[config.mk]
export PLATFORM = sky130hd
export DESIGN_NAME = robs_arith_units
export DESIGN_NICKNAME = d
export VERILOG_FILES = /design/src/rtl/robs_pkg.sv /design/src/rtl/robs_arith_units_register.sv /design/src/rtl/robs_arith_units.sv
export SDC_FILE = /design/constraint.sdc
export NUM_CORES = 1
export LEC_CHECK = 0
export ABC_AREA = 1
export BUFFER_PORTS_ARGS = -buffer_cell sky130_fd_sc_hd__buf_2
export CORE_ASPECT_RATIO = 0.75
export CORE_MARGIN = 2
export CORE_UTILIZATION = 45
export CTS_BUF_LIST = sky130_fd_sc_hd__clkbuf_2 sky130_fd_sc_hd__clkbuf_4 sky130_fd_sc_hd__clkbuf_8
export CTS_CLUSTER_SIZE = 12
export DETAILED_ROUTE_END_ITERATION = 10
export PLACE_DENSITY = 0.75
export SYNTH_ARGS = -nofsm -noshare
export SYNTH_HDL_FRONTEND = slang
export SYNTH_SLANG_ARGS = --single-unit
[constraint.sdc]
create_clock -name clk -period 3.03 [get_ports clk]
set_clock_uncertainty 0.15 [all_clocks]
set_input_delay 0.606 -clock clk [delete_from_list [all_inputs] [get_ports clk]]
set_output_delay 0.606 -clock clk [all_outputs]
set_load 0.03 [all_outputs]
[src/rtl/robs_pkg.sv]
`default_nettype none
// +----------------------------------------------------------------------+
// | Module   : robs_pkg                                                  |
// | Purpose  : Shared defaults and ALU op encoding for the Robertson's   |
// |            signed-multiplier arithmetic units.                       |
// | Revision : 1.0  initial release                                      |
// +----------------------------------------------------------------------+
package robs_pkg;

  // Default datapath / counter geometry
  localparam int DEF_WIDTH     = 8;
  localparam int DEF_CNT_WIDTH = 3;
  localparam int DEF_CNT_INIT  = 7;

  // Adder/subtractor operation select encoding
  localparam logic ADD = 1'b0;
  localparam logic SUB = 1'b1;

endpackage
`default_nettype wire

[src/rtl/robs_arith_units_register.sv]
`default_nettype none
// +----------------------------------------------------------------------+
// | Module   : register                                                  |
// | Purpose  : WIDTH-bit load/clear register (Y, A and X operand regs).  |
// |            Synchronous clear has priority over load; async reset.    |
// | Revision : 1.0  initial release                                      |
// +----------------------------------------------------------------------+
module register
  import robs_pkg::*;
#(
  parameter int WIDTH = DEF_WIDTH
) (
  input  logic             clk,
  input  logic             reset,
  input  logic [WIDTH-1:0] d,
  input  logic             load,
  input  logic             clr,
  output logic [WIDTH-1:0] q
);

  logic [WIDTH-1:0] val_d;
  logic [WIDTH-1:0] val_q;

  // Next value: clear beats load, otherwise hold
  always_comb begin
    val_d = val_q;
    if (clr) begin
      val_d = '0;
    end else if (load) begin
      val_d = d;
    end
  end

  // Storage flop with asynchronous active-low reset
  always_ff @(posedge clk or negedge reset) begin
    if (!reset) begin
      val_q <= '0;
    end else begin
      val_q <= val_d;
    end
  end

  assign q = val_q;

endmodule
`default_nettype wire

[src/rtl/robs_arith_units.sv]
`default_nettype none
// +----------------------------------------------------------------------+
// | Module   : robs_arith_units                                          |
// | Purpose  : Operand register, registered adder/subtractor and         |
// |            iteration down-counter for the Robertson's multiplier.    |
// |            The three units are independent and share one clock.      |
// | Options  : ROBS_ADDSUB_OVF_EN - registered two's-complement overflow |
// |            flag on as_ovf; when undefined as_ovf is tied low.        |
// | Revision : 1.0  initial release                                      |
// +----------------------------------------------------------------------+
module robs_arith_units
  import robs_pkg::*;
#(
  parameter int WIDTH     = DEF_WIDTH,
  parameter int CNT_WIDTH = DEF_CNT_WIDTH,
  parameter int CNT_INIT  = DEF_CNT_INIT
) (
  input  logic                 clk,
  input  logic                 reset,
  // operand register
  input  logic [WIDTH-1:0]     reg_d,
  input  logic                 reg_load,
  input  logic                 reg_clr,
  output logic [WIDTH-1:0]     reg_q,
  // adder/subtractor
  input  logic [WIDTH-1:0]     as_a,
  input  logic [WIDTH-1:0]     as_b,
  input  logic                 as_sub,
  output logic [WIDTH-1:0]     as_y,
  output logic                 as_ovf,
  // iteration counter
  input  logic                 cnt_load,
  input  logic                 cnt_dec,
  output logic [CNT_WIDTH-1:0] cnt_q,
  output logic                 cnt_zero
);

  localparam logic [CNT_WIDTH-1:0] CNT_INIT_V = CNT_INIT[CNT_WIDTH-1:0];

  // ------------------------------------------------------------------
  // Operand register
  // ------------------------------------------------------------------
  register #(
    .WIDTH (WIDTH)
  ) u_reg (
    .clk   (clk),
    .reset (reset),
    .d     (reg_d),
    .load  (reg_load),
    .clr   (reg_clr),
    .q     (reg_q)
  );

  // ------------------------------------------------------------------
  // Adder/subtractor and counter
  // ------------------------------------------------------------------
  logic [WIDTH-1:0]     as_y_d;
  logic [WIDTH-1:0]     as_y_q;
  logic [CNT_WIDTH-1:0] cnt_d;
  logic [CNT_WIDTH-1:0] cnt_q_q;

  // ALU result every cycle; carry/borrow out is dropped by the width
  always_comb begin
    as_y_d = as_a + as_b;
    if (as_sub == SUB) begin
      as_y_d = as_a - as_b;
    end
  end

  // Counter next value: load beats decrement; decrement wraps 0 -> all ones
  always_comb begin
    cnt_d = cnt_q_q;
    if (cnt_load) begin
      cnt_d = CNT_INIT_V;
    end else if (cnt_dec) begin
      cnt_d = cnt_q_q - 1'b1;
    end
  end

  // ALU result and counter state flops
  always_ff @(posedge clk or negedge reset) begin
    if (!reset) begin
      as_y_q  <= '0;
      cnt_q_q <= '0;
    end else begin
      as_y_q  <= as_y_d;
      cnt_q_q <= cnt_d;
    end
  end

  assign as_y     = as_y_q;
  assign cnt_q    = cnt_q_q;
  assign cnt_zero = (cnt_q_q == '0);

  // ------------------------------------------------------------------
  // Overflow flag
  // ------------------------------------------------------------------
`ifdef ROBS_ADDSUB_OVF_EN
  logic as_ovf_d;
  logic as_ovf_q;

  // Add overflows when like-signed operands give an unlike-signed sum;
  // subtract overflows when operand signs differ and the result sign
  // no longer matches the minuend.
  always_comb begin
    as_ovf_d = (as_a[WIDTH-1] == as_b[WIDTH-1]) &&
               (as_y_d[WIDTH-1] != as_a[WIDTH-1]);
    if (as_sub == SUB) begin
      as_ovf_d = (as_a[WIDTH-1] != as_b[WIDTH-1]) &&
                 (as_y_d[WIDTH-1] != as_a[WIDTH-1]);
    end
  end

  // Overflow flag registered alongside the ALU result
  always_ff @(posedge clk or negedge reset) begin
    if (!reset) begin
      as_ovf_q <= 1'b0;
    end else begin
      as_ovf_q <= as_ovf_d;
    end
  end

  assign as_ovf = as_ovf_q;
`else
  assign as_ovf = 1'b0;
`endif

endmodule
`default_nettype wire

# ---- Word-level counts from Yosys, hierarchy flattened
# Cells that the tools add are included.
dict set report classes {
  add_sub_neg 3
  n_mux 5
  reduce_logical 3
}
# operator count
set op_table {}
lappend op_table {{$mux 8} 3}
lappend op_table {{$add 8x8->8} 1}
lappend op_table {{$sub 8x8->8} 1}
lappend op_table {{$mux 3} 2}
lappend op_table {{$reduce_bool 2->1} 2}
lappend op_table {{$logic_not 3->1} 1}
lappend op_table {{$sub 3x1->3 const B} 1}
dict set report word_totals {
  in_bits 31
  wordCells 14
  reg_bits 19
}

# ---- Logic depth before layout (Yosys ltp)
# Gate-level depths: netlist (run 1).
dict set report logic_depth {
  word_depth 3
  ltp_mapped 16
}

# ---- Hierarchy
# From an unflattened synthesis (run 1), not the netlist that was laid out.
dict set report hier_totals {
  hier_cells 152
  area_unflattened_um2 1209.9
}
# mod n_inst area_each_um2 cells_each seq_area_each_um2
set modules_own_cells {}
lappend modules_own_cells {robs_arith_units 1 874.6 117 275.3}
lappend modules_own_cells {register 1 335.3 35 200.2}

# ---- Worst setup path after synthesis (run 1)
# No wires, ideal clock.
dict set report synth_path {
  path_kind {input -> register}
  from {in as_b[0]}
  to {reg as_y_q[6], in the netlist as_y[6]}
  required_time_ns 2.763
  setup_time_ns 0.117
  path_buffers 0
  slack_ns 0.726
  arrival_time_ns 2.037
  stages 12
  cell_sequence {inv_1 -> ha_1 -> inv_1 -> nor2_1 -> a21oi_1 -> xor2_1 -> inv_1 -> ha_1 -> nand2_1 -> or2_4 -> nand4_1 -> nand2_1}
}
dict set report synth_between {
  elab_chain_cells 2
  elab_cells_between_ends 3
  cone_classes {2 x add/sub; 1 x mux}
}
# element line_no
set synth_rtl {}
lappend synth_rtl {{from (decl)} robs_arith_units.sv:27} ;# input logic [WIDTH-1:0] as_b,
lappend synth_rtl {{$add 8x8->8 or $sub 8x8->8 (tied branches)} {robs_arith_units.sv:64, robs_arith_units.sv:66}}
lappend synth_rtl {{$mux 8 (*)} robs_arith_units.sv:65} ;# if (as_sub == SUB) begin
lappend synth_rtl {{net as_y_d[6]} robs_arith_units.sv:57} ;# logic [WIDTH-1:0] as_y_d;
lappend synth_rtl {{to (signal assigned)} robs_arith_units.sv:86} ;# as_y_q <= as_y_d;
lappend synth_rtl {{to (decl)} robs_arith_units.sv:58} ;# logic [WIDTH-1:0] as_y_q;
# Mark *: on every way through the listed nets, which the timed path passes. The rest lies on a longest branch.
# A chain may end at the register's enable or synchronous reset.

# ---- Worst setup path after layout (run 1)
# Same ends and word-level chain as after synthesis.

==> results.yml, run 1 <==
timing:
  hold_viol_final: 0
  grt_setup_unrepaired: "false"
  min_period_over_period_pct: 74.42
  drv_slew: 0
  setup_viol: 0
  fin_setup_tns_ns: 0
  fmax_ghz: 0.4435
  period_minus_slack_ns: 2.255
  worst_slack_ns: 0.7751
yosys:
  synth_top_area_share_pct: 38.04
  ys_seq_area_share_pct: 38.04
  synthesis.area_um2: 1250
  yosysUniqueCellTypes: 24
  synth_top_area_cell: "dfrtp_1"
  syn_nets: 199
  yosys_warnings: 0
  synth.area.top_cells: "dfrtp_1 38%, inv_1 10%, ha_1 10%, nand2_1 9.6%, nand3_1 6.0%"
  avgSynthCellArea_um2: 7.961
  syn_inst: 157
  synth.ff_latch_count: 19
critical_path:
  critical_path.startpoint: "as_b[0]"
  slowest_delay_ns: 0.36
  path_delay_family: "adder cells"
  r2r-start: "cnt_q[0]$_DFFE_PN0P_"
  crit_slowest_cell: "ha_1"
  rr_worst_depth: 6
  crit_top_cell: "inv_1"
  r2r_slack_ns: 1.73
  crit_path_end_kind: "register"
  arrival_ns: 2.25
  path_max_fanout: 5
  required_ns: 3.03
  cp_num_cells: 13
  cp-start-kind: "input port"
  worstSetupEndpoint: "as_y[6]$_DFF_PN0_"
  critPathBufInv: 4
  path_class: "input port to register"
  r2r-end: "cnt_q[2]$_DFFE_PN0P_"
  path_cells: "buf_2 -> inv_1 -> ha_1 -> inv_1 -> nor2_1 -> a21oi_1 -> xor2_1 -> inv_1 -> ha_1 -> nand2_1 -> or2_4 -> nand4_1 -> nand2_1"
clock_network:
  cts_setup_buffers: 0
  htree_levels: 1
  path_clk_slew_ns: 0.07
  cts_hold_buf: 0
  cts_buffers: 3
  cts_tree: "yes"
  cts-root-buf: "clkbuf_8"
  clock_latency_ns: 0.25
  clk_path_buf_depth: 2
  tritoncts_num_sinks: 19
  cts.repair.resized: 0
detailed_routing:
  dr.pass1.iters: 4
  vias: 1107
  drt-initial-drc-count: 36
  routed_wl_um: 2307
  viasPerCell: 4.537
  antenna_left: 0
  drc: 0
  wl_per_cell_um: 9.455
layout:
  fin_nets: 251
  layout-drive-gt1-share_pct: 32.21
  postLayoutCoreUtil_pct: 59.78
  final_cell_mix: "50 x buf_2, 34 x inv_1, 32 x nand2_1"
  num_antenna_cells: 0
  areaGrowthSynthToFinish_pct: 25.43
  fill_cells: 252
  layout_commonest_cell: "buf_2"
floorplanning:
  core_region_area_um2: 2623
  die_h_um: 49.64
  num_io_pins: 52
  die_width_um: 64.86
  die_area_um2: 3219
  initial_core_util_pct: 47.66
  rows: 16
grt:
  grt_start_max_net_pins: 20
  grt_pass1_wl_um: 3898
  antenna_found_initial: 0
  grt_remaining_overflow: 0
  grt_use_total_pct: 15.63
  grt_pass1_vias: 927
worst_hold_path:
  hold_class: "input port to asynchronous set/reset pin"
outcome:
  status: "complete, no violations"
pwr:
  p_seq_share_pct: 40.2
  sw_frac_of_total_pct: 36.65
  power_leakage_nw: 0.9206
  comb_power_share_pct: 37.1
  p_switching_mw: 0.2726
  p_per_area_nw_per_um2: 474.5
  ir_drop_mv: 0.3762
  p_clk_share_pct: 22.8
  p_int_mw: 0.4712
placement:
  routabilityCongestion: 0.8463
  dp_hpwl_um: 2013
  io_buffers: 50
  place_ws_ns: 0.5067
flow_run:
  max_cap_violations: 0
[per-layer routing]
| metal | track usage [%] | up-vias | routed length (um) |
|---|---|---|---|
| li1 | - | 590 | - |
| met1 | 22.55 | 488 | 1197 |
| met2 | 22.51 | 27 | 949 |
| met3 | 5.023 | 2 | 140 |
| met4 | 4.255 | 0 | 19 |
| met5 | 0 | - | 0 |
[power groups by stage]
| stage | registers [mW] | logic (mW) | clock network [mW] |
|---|---|---|---|
| final | 0.299 | 0.276 | 0.169 |
| after global routing | 0.301 | 0.309 | 0.190 |
| after CTS | 0.299 | 0.278 | 0.175 |
| after detailed placement | 0.303 | 0.279 | 0 |
| after global placement | 0.303 | 0.273 | 0 |
| after floorplan | 0.377 | 0.120 | 0 |
[cell usage after synthesis]
cell and instances:
a21oi_1 6, dfrtp_1 19, xnor2_1 2, or2_4 1
o211ai_1 1, buf_6 1, xor2_1 5, buf_2 1
fa_1 1, nand2_2 1, inv_1 34, nor2_1 5
nand4_1 2, nand3_2 1, ha_1 10, or2_1 1
inv_2 1, o21ai_0 7, buf_4 1, conb_1 1
nand3_1 15, a21oi_2 1, o21ai_2 8, nand2_1 32
[cell type report]
cell class | count | area (um2) | area share, %
Timing Repair Buffer | 50 | 250.2 | 15.96
Clock buffer | 3 | 41.29 | 2.634
Sequential cell | 19 | 475.5 | 30.33
Tap cell | 36 | 45.04 | 2.873
Clock inverter | 1 | 5.005 | 0.3192
Multi-Input combinational cell | 100 | 619.3 | 39.51
Inverter | 35 | 131.4 | 8.380
[state kept, by name, summed over array words and instances, names as in the netlist]
| register | cells |
|---|---|
| as_y | 8 |
| u_reg.q | 8 |
| cnt_q | 3 |
[logic make-up after synthesis]
logic type | share of synthesized area, %
compound gates | 12.11
xor+xnor | 4.905
fa+ha+maj | 11.61
buf+inv | 12.41
flops | 38.04
other cells | 0.3000
simple gates | 20.62
[worst register-to-register path, stage by stage, from the launching register on]
cell	delay, ns
dfrtp_1	0.34
inv_1	0.06
ha_1	0.20
ha_1	0.27
nand2_1	0.04
o21ai_0	0.06
nand2_1	0.07
[per-stage QoR]
stage	hold slack, ns	area (um2)	cells	total power, mW
after floorplan	0.1604	1250	157	0.4975
after global placement	0.3657	1521	240	0.5769
after CTS	0.1378	1568	244	0.7520
after detailed placement	0.3679	1521	240	0.5817
after global routing	0.1464	1568	244	0.8011
final	0.1279	1568	244	0.7438
[worst min path at each step]
stage | cells after the start | endpoint | from | slack, ns
after CTS | 1 | u_reg.q[6]$_DFFE_PN0P_ | reset | 0.14
final | 1 | u_reg.q[5]$_DFFE_PN0P_ | reset | 0.13
after global placement | 2 | u_reg.q[0]$_DFFE_PN0P_ | u_reg.q[0]$_DFFE_PN0P_ | 0.37
after global routing | 1 | u_reg.q[6]$_DFFE_PN0P_ | reset | 0.15
after detailed placement | 2 | u_reg.q[3]$_DFFE_PN0P_ | u_reg.q[3]$_DFFE_PN0P_ | 0.37
after floorplan | 0 | as_y[0]$_DFF_PN0_ | reset | 0.16
(Power assumes the default switching activity.)
==> run 2, diff against run 1 <==
==> constraint.sdc (replaced) <==
create_clock -name clk -period 2.2 [get_ports clk]
set_clock_uncertainty 0.15 [all_clocks]
set_input_delay 0.44 -clock clk [delete_from_list [all_inputs] [get_ports clk]]
set_output_delay 0.44 -clock clk [all_outputs]
set_load 0.03 [all_outputs]
==> run 2 against run 1 <==
Sequential cell count stayed put. Worst hold slack improved by 0.14 ns. Die area unchanged. Critical path type unchanged. Total power rose by 41%. Via count up 2.3%. First-iteration DRC count rose by 5.6%. Sequential power is 37% higher.
==> results.yml, run 2 (synthesized netlist as in run 1, its figures left out) <==
outcome:
  status: "complete, no violations"
clock_network:
  cts-root-buf: "clkbuf_8"
  path_clk_slew_ns: 0.07
  clock_latency_ns: 0.25
  tritoncts_num_sinks: 19
  cts_buffers: 3
  clk_path_buf_depth: 2
  htree_levels: 1
  cts_tree: "yes"
detailed_routing:
  drc: 0
  dr.pass1.iters: 4
  routed_wl_um: 2400
  vias: 1132
  wl_per_cell_um: 9.600
  drt-initial-drc-count: 38
  antenna_left: 0
  viasPerCell: 4.528
grt:
  antenna_found_initial: 0
  grt_use_total_pct: 16.42
  grt_pass1_wl_um: 4140
  grt_remaining_overflow: 0
  grt_pass1_vias: 978
  grt_start_max_net_pins: 20
floorplanning:
  die_width_um: 64.86
  rows: 16
  core_region_area_um2: 2623
  initial_core_util_pct: 47.66
  die_area_um2: 3219
  die_h_um: 49.64
  num_io_pins: 52
flow_run:
  max_cap_violations: 0
layout:
  layout-drive-gt1-share_pct: 37.85
  fin_nets: 257
  final_cell_mix: "50 x buf_2, 32 x inv_1, 30 x nand2_1"
  num_antenna_cells: 0
  postLayoutCoreUtil_pct: 62.79
  register_area_um2: 475.5
  areaGrowthSynthToFinish_pct: 31.73
  multi_input_area_um2: 650.6
  layout_commonest_cell: "buf_2"
  fill_cells: 254
critical_path:
  path_max_fanout: 3
  arrival_ns: 2.01
  required_ns: 2.20
  crit_path_end_kind: "register"
  cp-start-kind: "input port"
  path_class: "input port to register"
timing:
  fin_hold_ws_ns: 0.2659
  grt_setup_unrepaired: "false"
  hold_viol_final: 0
  drv_slew: 0
  worst_slack_ns: 0.1863
  setup_viol: 0
  fmax_ghz: 0.4966
  min_period_over_period_pct: 91.53
  period_minus_slack_ns: 2.014
pwr:
  ir_drop_mv: 0.6134
  p_clk_share_pct: 22.1
  sw_frac_of_total_pct: 36.24
  p_int_mw: 0.6678
  comb_power_share_pct: 38.8
  p_seq_share_pct: 39.2
  power_leakage_nw: 0.9453
  p_per_area_nw_per_um2: 636.1
  p_total_mw: 1.047
  p_switching_mw: 0.3796
placement:
  routabilityCongestion: 0.8180
  dp_hpwl_um: 2065
  io_buffers: 50
  place_ws_ns: -0.1346
worst_hold_path:
  hold_class: "input port to register"
run 2: cell count changes in the layout (fill, tap and decap cells not counted), sizes merged:
| cell | previous run | this run |
|---|---|---|
| dlygate4sd3 | 0 | 1 |
| buf | 50 | 55 |
run 2: layout make-up:
cell class	instances	area share, %
Multi-Input combinational cell	100	39.51
Sequential cell	19	28.88
Timing Repair Buffer	56	18.09
Inverter	35	7.979
Tap cell	36	2.736
Clock buffer	3	2.508
Clock inverter	1	0.3040
run 2: what timing repair did:
item	in CTS	in global routing
resized for setup	0	9
hold buffers	1	0
setup buffers	0	0
endpoints found under the setup margin	0	1
endpoints found under the hold margin	19	0
run 2: layer usage:
metal  part of all wire (%)  wire length, um  global-route usage, %  vias to the layer above
met1                     49             1165                  22.73                      495
li1                       -                -                      -                      603
met5                      0                0                      0                        -
met2                     45             1073                  25.95                       32
met3                    5.9              141                  3.881                        2
met4                   0.79               19                  4.255                        0
run 2: critical path, cell delays in order:
cell and delay [ns]:
buf_2 0.11, inv_2 0.05, ha_2 0.17, inv_1 0.05, nor2_2 0.14, nand3_2 0.09, nand2_2 0.08, xnor2_1 0.11
inv_1 0.09, ha_4 0.28, nand2_2 0.05, nor2_1 0.08, nand2_1 0.06, nand2_1 0.07, inv_1 0.04, nand2_1 0.05
nand2_1 0.04
run 2: stage by stage:
stage | setup TNS, ns | std cells | instance area, um2
6_report | 0 | 250 | 1647
5_1_grt | 0 | 250 | 1647
4_1_cts | 0 | 250 | 1615
3_5_place_dp | -0.2847 | 245 | 1559
3_3_place_gp | -0.1871 | 245 | 1559
2_1_floorplan | 0 | 157 | 1250
run 2: final timing paths:
kind	from	to	slack, ns	depth (start not counted)
max in group asynchronous	reset	as_y[4]$_DFF_PN0_	1.10	2
min reg2reg	cnt_q[1]$_DFFE_PN0P_	cnt_q[1]$_DFFE_PN0P_	0.37	2
min	cnt_load	cnt_q[0]$_DFFE_PN0P_	0.27	3
max reg2reg	cnt_q[0]$_DFFE_PN0P_	cnt_q[2]$_DFFE_PN0P_	0.90	6
max	as_b[1]	as_y[7]$_DFF_PN0_	0.19	17
min in group asynchronous	reset	u_reg.q[6]$_DFFE_PN0P_	0.52	2
run 2: power groups by stage:
| stage | sequential (mW) | clock (mW) | combinational, mW |
|---|---|---|---|
| 2_1_floorplan | 0.520 | 0 | 0.165 |
| 3_3_place_gp | 0.418 | 0 | 0.391 |
| 3_5_place_dp | 0.417 | 0 | 0.399 |
| 4_1_cts | 0.411 | 0.240 | 0.402 |
| 5_1_grt | 0.416 | 0.259 | 0.452 |
| 6_report | 0.410 | 0.231 | 0.406 |
==> run 3, diff against run 2 <==
--- a/config.mk
+++ b/config.mk
@@ -7,6 +7,7 @@
 export LEC_CHECK = 0
 export ABC_AREA = 1
 export BUFFER_PORTS_ARGS = -buffer_cell sky130_fd_sc_hd__buf_2
+export CAP_MARGIN = 20
 export CORE_ASPECT_RATIO = 0.75
 export CORE_MARGIN = 2
 export CORE_UTILIZATION = 45
@@ -16,4 +17,5 @@
 export PLACE_DENSITY = 0.75
 export SYNTH_ARGS = -nofsm -noshare
 export SYNTH_HDL_FRONTEND = slang
+export SYNTH_HIERARCHICAL = 1
 export SYNTH_SLANG_ARGS = --single-unit
==> run 3 against run 2 <==
Register-to-register slack got worse by 0.06 ns. Critical endpoint unchanged. Die area fell by 3.0%. Combinational power rose by 3%. Worst setup slack improved by 0.0092 ns.
==> results.yml, run 3 <==
outcome:
  status: "complete, no violations"
clock_network:
  cts_buffers: 3
  clk_path_buf_depth: 2
  path_clk_slew_ns: 0.10
  clock_latency_ns: 0.29
  tritoncts_num_sinks: 19
  htree_levels: 1
  cts_tree: "yes"
  cts-root-buf: "clkbuf_4"
  cts_setup_buffers: 0
yosys:
  synth_top_area_cell: "dfrtp_1"
  synth-main-ff-cell: "dfrtp_1"
  synthesis.area_um2: 1210
  synth.ff_latch_count: 19
  synth_edf_count: 0
  synth_top_area_share_pct: 39.30
  async_reset_ff_share_pct: 100.0
  yosys-top-cells-count: "45 x nand2_1, 22 x inv_1, 19 x dfrtp_1"
  syn_nets: 194
  yosysUniqueCellTypes: 22
  syn_inst: 152
  ys_seq_area_share_pct: 39.30
  post-synth-top-count-cell: "nand2_1"
  avgSynthCellArea_um2: 7.960
  yosys_warnings: 6
  synth.area.top_cells: "dfrtp_1 39%, nand2_1 14%, ha_1 10%, inv_1 6.8%, nand3_1 6.2%"
floorplanning:
  core_region_area_um2: 2582
  die_h_um: 48.91
  die_area_um2: 3124
  num_io_pins: 52
  die_width_um: 63.88
  initial_core_util_pct: 46.85
  rows: 16
detailed_routing:
  vias: 1150
  dr.pass1.iters: 3
  wl_per_cell_um: 10.25
  drc: 0
  viasPerCell: 4.637
  antenna_left: 0
  routed_wl_um: 2541
  drt-initial-drc-count: 25
layout:
  layout-drive-gt1-share_pct: 33.96
  areaGrowthSynthToFinish_pct: 32.06
  postLayoutCoreUtil_pct: 61.87
  layout_commonest_cell: "buf_2"
  final_cell_mix: "50 x buf_2, 44 x nand2_1, 22 x inv_1"
  num_antenna_cells: 0
  stdcell_area_um2: 1598
  fin_nets: 255
grt:
  antenna_found_initial: 0
  grt_use_total_pct: 17.65
  grt_pass1_vias: 1116
  use_met3_pct: 4.388
  busiest_layer: "met2"
  met2_usage_pct: 32.12
  grt_start_max_net_pins: 20
  grt_pass1_wl_um: 4422
  grt_remaining_overflow: 0
  grt_util_met1_pct: 20.71
timing:
  hold_viol_final: 0
  fin_setup_tns_ns: 0
  grt_setup_unrepaired: "false"
  setup_viol: 0
  drv_slew: 0
  period_minus_slack_ns: 2.004
  fmax_ghz: 0.4989
  min_period_over_period_pct: 91.11
  fin_hold_ws_ns: 0.2269
critical_path:
  rr_worst_depth: 6
  r2r-start: "cnt_q[0]$_DFFE_PN0P_"
  path_max_fanout: 4
  cp-start-kind: "input port"
  required_ns: 2.29
  crit_path_end_kind: "register"
  path_class: "input port to register"
  critical_path.startpoint: "as_b[0]"
  arrival_ns: 2.09
placement:
  routabilityCongestion: 0.8848
  dp_hpwl_um: 2101
  placed_cell_area_um2: 1539
  io_buffers: 50
worst_hold_path:
  min-delay-start: "reg_d[3]"
  hold_class: "input port to register"
  hold_depth: 3
pwr:
  p_per_area_nw_per_um2: 626.1
  power_leakage_nw: 0.9632
  ir_drop_mv: 0.3153
flow_run:
  max_cap_violations: 0
## run 3: final timing paths
| check | to | slack [ns] |
|---|---|---|
| worst min register to register | u_reg/q[0]$_DFFE_PN0P_ | 0.33 |
| max in group asynchronous | as_y[7]$_DFF_PN0_ | 1.15 |
| worst max-delay path | as_y[7]$_DFF_PN0_ | 0.20 |
| worst max register to register | cnt_q[2]$_DFFE_PN0P_ | 0.84 |
| worst min-delay path | u_reg/q[3]$_DFFE_PN0P_ | 0.23 |
| min in group asynchronous | u_reg/q[5]$_DFFE_PN0P_ | 0.46 |
## run 3: final cells by class
class	instances	area, um2
timing repair buffer	58	312.8
clock buffer	3	22.52
sequential	19	475.5
clock inverter	1	5.005
tap	36	45.04
fill	245	984.7
multi-input combinational	107	646.9
inverter	24	90.09
## run 3: metal layers
metal  share of wire, %  vias up
met1                 43      527
met5                  0        -
li1                   -      595
met4               0.79        0
met2                 52       26
met3                4.3        2
## run 3: report_power, final
group / total [mW] / leakage [nW] / switching, mW / internal [mW]
logic: 0.419 / 0.716 / 0.267 / 0.153
registers: 0.412 / 0.229 / 0.0154 / 0.397
clock network: 0.169 / 0.0177 / 0.101 / 0.0676
## run 3: critical path: stages
cell and delay [ns]:
buf_2 0.08, inv_1 0.04, ha_1 0.20, inv_1 0.08, nor2_2 0.04, a21oi_1 0.14, xor2_1 0.15, inv_1 0.05
ha_1 0.31, nand2_1 0.08, nand2_1 0.07, nand2_1 0.08, nand2_1 0.05, a21oi_1 0.12, nand3_1 0.09, nand2_1 0.06
## run 3: cell families after synthesis
family                     count (synthesis)  synth area share, %
other                                      1               0.3099
and+or+nand+nor                           72                27.09
AOI/OAI and AO/OA                         15                6.515
xor gates and xnor gates                   8                5.791
adders and majority gates                 11                12.00
buffers and inverters                     26                8.997
DFF                                       19                39.30
## run 3: stage by stage
stage / setup WS, ns / power, mW / cells
floorplan: 0.06244 / 0.6855 / 152
global placement: -0.07178 / 0.8164 / 243
detailed placement: -0.1317 / 0.8280 / 243
CTS: 0.1748 / 1.000 / 248
global route: 0.02337 / 1.075 / 248
finish: 0.1955 / 1.000 / 248
## run 3: timing repair
action                     CTS  global route
resized for setup            0             4
hold endpoints to repair    19             0
hold buffers                 1             0
setup endpoints to repair    0             1
